## config.mk

```make
export PLATFORM = sky130hd
export DESIGN_NAME = alarm_ring_controller
export DESIGN_NICKNAME = d
export VERILOG_FILES = /design/src/rtl/alarm_pkg.sv /design/src/rtl/second_timer.sv /design/src/rtl/alarm_ring_controller.sv
export SDC_FILE = /design/constraint.sdc
export NUM_CORES = 1
export LEC_CHECK = 0
export ABC_AREA = 1
export BUFFER_PORTS_ARGS = -buffer_cell sky130_fd_sc_hd__buf_2
export CAP_MARGIN = 20
export CELL_PAD_IN_SITES_DETAIL_PLACEMENT = 1
export CELL_PAD_IN_SITES_GLOBAL_PLACEMENT = 2
export CORE_ASPECT_RATIO = 1.5
export CORE_UTILIZATION = 27
export DETAILED_ROUTE_END_ITERATION = 8
export PLACE_DENSITY_LB_ADDON = 0.25
export SYNTH_ARGS = -nofsm -noshare
export SYNTH_HDL_FRONTEND = slang
export SYNTH_SLANG_ARGS = --single-unit
```

## constraint.sdc

```tcl
create_clock -name clock -period 1.8 [get_ports clock]
set_input_delay 0.45 -clock clock [delete_from_list [all_inputs] [get_ports clock]]
set_output_delay 0.45 -clock clock [all_outputs]
set_load 0.01 [all_outputs]
```

## src/rtl/alarm_pkg.sv

```systemverilog
// Shared types and constants for the alarm ring sequencer.
package alarm_pkg;

  localparam int TIME_W      = 16;
  localparam int BCD_DIGIT_W = 4;

  typedef enum logic [2:0] {
    DISARMED,
    WAIT_MATCH,
    RINGING,
    SNOOZE,
    DONE
  } alarm_state_e;

  function automatic int maxOf(input int a, input int b);
    return (a > b) ? a : b;
  endfunction

endpackage

```

## src/rtl/second_timer.sv

```systemverilog
// Loadable down-counter of one_second strobes; expired marks the strobe that
// arrives while the count is 1, so a load of N expires on the Nth strobe.
module second_timer #(
  parameter int WIDTH = 9
) (
  input  logic             clock,
  input  logic             reset,
  input  logic             load,
  input  logic [WIDTH-1:0] load_value,
  input  logic             one_second,
  output logic             expired
);

  logic [WIDTH-1:0] r_count;

  assign expired = one_second && (r_count == WIDTH'(1));

  // A load always wins over a strobe in the same cycle; the count parks at 0.
  always_ff @(posedge clock or negedge reset) begin
    if (!reset) begin
      r_count <= '0;
    end else if (load) begin
      r_count <= load_value;
    end else if (one_second && (r_count != '0)) begin
      r_count <= r_count - WIDTH'(1);
    end
  end

endmodule

```

## src/rtl/alarm_ring_controller.sv

```systemverilog
// Alarm sounder sequencer: rings on time match, handles stop/snooze buttons,
// a bounded number of snoozes and a ring timeout.
module alarm_ring_controller
  import alarm_pkg::*;
#(
  parameter int RING_SEC   = 60,
  parameter int SNOOZE_SEC = 300,
  parameter int MAX_SNOOZE = 3
) (
  input  logic                              clock,
  input  logic                              reset,
  input  logic                              one_second,
  input  logic                              alarm_enable,
  input  logic [TIME_W-1:0]                 alarm_time,
  input  logic [TIME_W-1:0]                 current_time,
  input  logic                              stop_button,
  input  logic                              snooze_button,
  output logic                              sound_alarm,
  output logic                              ringing,
  output logic                              snoozing,
  output logic [$clog2(MAX_SNOOZE+1)-1:0]   snooze_count
);

  localparam int CNT_W   = $clog2(MAX_SNOOZE + 1);
  localparam int TIMER_W = $clog2(maxOf(RING_SEC, SNOOZE_SEC) + 1);

  alarm_state_e     r_state;
  alarm_state_e     w_nextState;
  logic [CNT_W-1:0] w_nextCount;
  logic             r_stopPrev;
  logic             r_snoozePrev;
  logic             r_stopEdge;
  logic             r_snoozeEdge;
  logic             w_match;
  logic             w_tick;
  logic             w_load;
  logic [TIMER_W-1:0] w_loadValue;
  logic             w_expired;

  assign w_match = (current_time == alarm_time);
  assign w_tick  = one_second && ((r_state == RINGING) || (r_state == SNOOZE));

  // Edges are registered, so a press reaches the FSM one cycle after it is seen.
  always_ff @(posedge clock or negedge reset) begin
    if (!reset) begin
      r_stopPrev   <= 1'b0;
      r_snoozePrev <= 1'b0;
      r_stopEdge   <= 1'b0;
      r_snoozeEdge <= 1'b0;
    end else begin
      r_stopPrev   <= stop_button;
      r_snoozePrev <= snooze_button;
      r_stopEdge   <= stop_button && !r_stopPrev;
      r_snoozeEdge <= snooze_button && !r_snoozePrev;
    end
  end

  second_timer #(
    .WIDTH(TIMER_W)
  ) u_second_timer (
    .clock      (clock),
    .reset      (reset),
    .load       (w_load),
    .load_value (w_loadValue),
    .one_second (w_tick),
    .expired    (w_expired)
  );

  always_comb begin
    w_nextState = r_state;
    w_nextCount = snooze_count;
    w_load      = 1'b0;
    w_loadValue = '0;
    if (!alarm_enable) begin
      w_nextState = DISARMED;
      w_nextCount = '0;
    end else begin
      case (r_state)
        DISARMED: w_nextState = w_match ? DONE : WAIT_MATCH;
        WAIT_MATCH: begin
          if (w_match) begin
            w_nextState = RINGING;
            w_nextCount = '0;
            w_load      = 1'b1;
            w_loadValue = TIMER_W'(RING_SEC);
          end
        end
        RINGING: begin
          // Stop beats snooze, and any button edge beats a coincident timeout.
          if (r_stopEdge) begin
            w_nextState = DONE;
          end else if (r_snoozeEdge || w_expired) begin
            if (snooze_count < CNT_W'(MAX_SNOOZE)) begin
              w_nextState = SNOOZE;
              w_nextCount = snooze_count + CNT_W'(1);
              w_load      = 1'b1;
              w_loadValue = TIMER_W'(SNOOZE_SEC);
            end else begin
              w_nextState = DONE;
            end
          end
        end
        SNOOZE: begin
          if (r_stopEdge) begin
            w_nextState = DONE;
          end else if (w_expired) begin
            w_nextState = RINGING;
            w_load      = 1'b1;
            w_loadValue = TIMER_W'(RING_SEC);
          end
        end
        DONE: begin
          if (!w_match) begin
            w_nextState = WAIT_MATCH;
          end
        end
        default: w_nextState = DISARMED;
      endcase
    end
  end

  // Outputs are decoded from the next state so they move with the state register.
  always_ff @(posedge clock or negedge reset) begin
    if (!reset) begin
      r_state      <= DISARMED;
      ringing      <= 1'b0;
      snoozing     <= 1'b0;
      sound_alarm  <= 1'b0;
      snooze_count <= '0;
    end else begin
      r_state      <= w_nextState;
      ringing      <= (w_nextState == RINGING);
      snoozing     <= (w_nextState == SNOOZE);
      snooze_count <= w_nextCount;
      if (w_nextState != RINGING) begin
        sound_alarm <= 1'b0;
      end else if (r_state != RINGING) begin
        sound_alarm <= 1'b1;
      end else if (one_second) begin
        sound_alarm <= !sound_alarm;
      end
    end
  end

endmodule
```

==> metrics.txt <==
# TYPE chip_impl_metric gauge
chip_impl_metric{name="antenna-diode-count",unit=""} 0
chip_impl_metric{name="ys_types",unit=""} 24
chip_impl_metric{name="report.final.hold_viol_count",unit=""} 0
chip_impl_metric{name="htree_levels",unit=""} 1
chip_impl_metric{name="synth_area",unit="sq um"} 1560
chip_impl_metric{name="power.net_switching",unit="mW"} 0.244
chip_impl_info{name="r2r_end",value="u_second_timer.r_count[6]"} 1
chip_impl_metric{name="track_usage",unit=""} 0.138
chip_impl_metric{name="tritoncts.num_buffers",unit=""} 3
chip_impl_metric{name="row_count",unit=""} 33
chip_impl_metric{name="post_synth.cell_area_avg",unit="sq um"} 6.73
chip_impl_metric{name="via_count",unit=""} 1501
chip_impl_metric{name="placeableCoreArea",unit="sq um"} 5490
chip_impl_metric{name="number_of_input_and_output_port_buffers_inserted",unit=""} 42
chip_impl_metric{name="arrival",unit="ps"} 1750
chip_impl_metric{name="synthesis.yosys.warnings",unit=""} 0
chip_impl_info{name="critical_path_start_type",value="flop"} 1
chip_impl_metric{name="vias_in_the_first_global_route",unit=""} 1580
chip_impl_metric{name="maxSlewViolCount",unit=""} 0
chip_impl_info{name="tritoncts",value="built"} 1
chip_impl_metric{name="power_per_cell_area",unit="nW/um^2"} 489
chip_impl_metric{name="detailed_router_s_first_iteration_violation_count",unit=""} 24
chip_impl_info{name="outcome",value="finished clean"} 1
chip_impl_metric{name="ff2ff_path_depth",unit=""} 9
chip_impl_info{name="final_common_cell",value="nand2_1"} 1
chip_impl_metric{name="drt_first_pass_iters",unit=""} 4
chip_impl_metric{name="detail_route.wirelength",unit="mm"} 3.59
chip_impl_metric{name="post-layout-total-power",unit="mW"} 0.934
chip_impl_metric{name="setup.reg_to_reg.worst_slack",unit="ps"} 220
chip_impl_metric{name="share_comb_of_total_power",unit=""} 0.135
chip_impl_metric{name="wire_length_of_the_first_global_routing_pass",unit="mm"} 6.56
chip_impl_metric{name="power.sequential.fraction",unit=""} 0.515
chip_impl_info{name="cell_at_the_root_of_the_clock_tree",value="clkbuf_8"} 1
chip_impl_metric{name="floorplan.initialDensity",unit=""} 0.283
chip_impl_metric{name="final-instance-count-excl-fill",unit=""} 348
chip_impl_info{name="cp_slowest_cell",value="dfrtp_1"} 1
chip_impl_info{name="critical_path_class",value="reg -> reg"} 1
chip_impl_metric{name="die_area",unit="sq um"} 6070
chip_impl_metric{name="timing.fmax",unit="MHz"} 631
chip_impl_metric{name="path_max_fanout",unit=""} 7
chip_impl_metric{name="power_frac_clock",unit=""} 0.349
chip_impl_metric{name="n_fill_cell",unit=""} 736
chip_impl_metric{name="nets",unit=""} 321
chip_impl_metric{name="numPlacedInstances",unit=""} 344
chip_impl_metric{name="p_leak",unit="nW"} 1.14
chip_impl_metric{name="timing.clock.skew",unit="ps"} 5.62
chip_impl_metric{name="ctsHoldBuffers",unit=""} 0
chip_impl_metric{name="cts.reportedPaths.clkPinSlew",unit="ps"} 80
chip_impl_metric{name="ys_ff_latch",unit=""} 21
chip_impl_metric{name="grt_max_degree",unit=""} 22
chip_impl_metric{name="insertion_delay",unit="ps"} 270
chip_impl_metric{name="antenna_found_initial",unit=""} 0
chip_impl_metric{name="postCtsSetupRepairBufs",unit=""} 0
chip_impl_metric{name="finalSetupViolCount",unit=""} 0
chip_impl_metric{name="p_r_area_growth_vs_syn",unit="%"} 22.8
chip_impl_metric{name="avgRoutedWirePerCell",unit="microns"} 10.3
chip_impl_metric{name="period_utilization_post_route",unit=""} 0.880
chip_impl_metric{name="netSwitchingFraction",unit=""} 0.262
chip_impl_metric{name="crit_required",unit="ps"} 1960
chip_impl_metric{name="tritoncts_num_sinks",unit=""} 21
chip_impl_metric{name="relSlewSlack",unit=""} 0.667
chip_impl_metric{name="peakVddDrop",unit="uV"} 483
chip_impl_metric{name="die_width",unit="microns"} 64.0
chip_impl_metric{name="globalRoute.totalOverflow",unit=""} 0
chip_impl_metric{name="worst_slew_pin_slew",unit="ps"} 500
chip_impl_info{name="worst_r2r_startpoint",value="u_second_timer.r_count[5]"} 1
chip_impl_metric{name="synthesis.nets",unit=""} 273
chip_impl_metric{name="synth.yosys.seq_area_share",unit=""} 0.338
chip_impl_metric{name="final_antenna_net_count",unit=""} 0
chip_impl_info{name="layout.cells.most_common_list",value="nand2_1 (58), inv_1 (43), buf_2 (42), nor2_1 (41), dfrtp_1 (21)"} 1
chip_impl_info{name="worst_hold_path_type",value="in -> async"} 1
chip_impl_metric{name="boundaryPins",unit=""} 43
chip_impl_metric{name="clk_path_buf_depth",unit=""} 2
chip_impl_info{name="worstSetupEndpointType",value="flop"} 1
chip_impl_metric{name="die_height",unit="microns"} 95.0
chip_impl_metric{name="setup_total_negative_slack",unit="ps"} 0
chip_impl_metric{name="drt-vias-per-instance",unit=""} 4.31
chip_impl_metric{name="critical-path-max-stage-delay",unit="ps"} 410
chip_impl_metric{name="period_minus_slack",unit="ps"} 1580
chip_impl_metric{name="dp_hpwl",unit="mm"} 2.96
chip_impl_metric{name="drive_above_1_share",unit=""} 0.259
chip_impl_metric{name="place_congestion",unit=""} 0.720
chip_impl_info{name="rsz0062_at_grt",value="false"} 1
chip_impl_metric{name="power.internal",unit="mW"} 0.689
chip_impl_info{name="crit_chain",value="nor2_1 > nand2_1 > inv_2 > nand4_1 > nand2_2 > inv_2 > nand4_1 > xor2_1 > nor2_1"} 1
chip_impl_metric{name="post_cts_resize_count",unit=""} 0
chip_impl_metric{name="netlist_instances",unit=""} 231
chip_impl_metric{name="max_cap_violations",unit=""} 0
chip_impl_metric{name="drc_errors_left",unit=""} 0
-- per-layer routing --
metal  wire length (microns)  global-route usage  vias up
met5                       0                   0        -
met4                      67              0.0663        0
met3                     142              0.0169        5
met2                    1900               0.263       28
met1                    1480               0.148      677
li1                        -                   -      791
-- registers in the layout, indices dropped and copies added (netlist names) --
| register | count |
|---|---|
| snoozing | 1 |
| r_snoozeEdge | 1 |
| u_second_timer.r_count | 9 |
| snooze_count | 2 |
| sound_alarm | 1 |
| r_stopEdge | 1 |
| r_stopPrev | 1 |
| r_state | 3 |
| r_snoozePrev | 1 |
| ringing | 1 |
-- cells by family after synthesis --
logic type | synth area share
flip-flops | 0.338
XOR/XNOR | 0.0338
adder cells (fa/ha/maj) | 0.0322
AO/OA/AOI/OAI | 0.0370
AND/OR/NAND/NOR | 0.441
buffers and inverters | 0.118
-- power groups by stage --
| stage | sequential [mW] | combinational (mW) | clock [mW] |
|---|---|---|---|
| 6_report | 0.481 | 0.126 | 0.326 |
| 5_1_grt | 0.482 | 0.150 | 0.371 |
| 4_1_cts | 0.481 | 0.131 | 0.352 |
| 3_5_place_dp | 0.491 | 0.131 | 0 |
| 3_3_place_gp | 0.491 | 0.128 | 0 |
| 2_1_floorplan | 0.490 | 0.0593 | 0 |
-- Yosys cell counts, drive strengths merged --
cell type / instances / area, sq um
nand3b: 1 / 7.51
dfrtp: 21 / 526
o211ai: 1 / 7.51
nand3: 17 / 108
inv: 49 / 184
ha: 4 / 50.1
nor2: 44 / 183
xor2: 6 / 52.6
a21o: 1 / 7.51
o21a: 1 / 7.51
a21oi: 3 / 15.0
nand2: 67 / 294
nand4: 6 / 37.5
nor3: 6 / 56.3
o21ai: 4 / 20.0
-- per-stage QoR --
| stage | hold slack (ps) | area, sq um | util | worst slack (ps) |
|---|---|---|---|---|
| 2_1_floorplan | 154 | 1560 | - | 283 |
| 3_3_place_gp | 388 | 1860 | 0.339 | 21.5 |
| 3_5_place_dp | 386 | 1860 | 0.339 | 9.69 |
| 4_1_cts | 145 | 1910 | 0.348 | 181 |
| 5_1_grt | 160 | 1910 | 0.348 | 24.8 |
| 6_report | 136 | 1910 | 0.348 | 215 |
-- worst max-delay path by stage --
stage | startpoint | to | cells after the start
2_1_floorplan | u_second_timer.r_count[1] | u_second_timer.r_count[4] | 13
3_3_place_gp | alarm_time[0] | u_second_timer.r_count[4] | 11
3_5_place_dp | alarm_time[0] | u_second_timer.r_count[8] | 13
4_1_cts | u_second_timer.r_count[1] | u_second_timer.r_count[4] | 13
5_1_grt | u_second_timer.r_count[5] | u_second_timer.r_count[3] | 9
6_report | u_second_timer.r_count[5] | u_second_timer.r_count[6] | 9
-- critical path, delay by kind of cell, from the launching register on --
kind,cells,cell delay [ps]
AND/OR/NAND/NOR,6,680
buffers and inverters,2,210
flip-flops,1,410
XOR/XNOR,1,160
-- cell type report --
type	count	area, sq um	area share
Inverter	49	184	0.0963
Clock inverter	1	7.51	0.00393
Sequential cell	21	526	0.275
Tap cell	70	87.6	0.0459
Multi-Input combinational cell	161	846	0.443
Timing Repair Buffer	43	218	0.114
Clock buffer	3	41.3	0.0216
No activity file was read; power rests on OpenSTA's default activity.
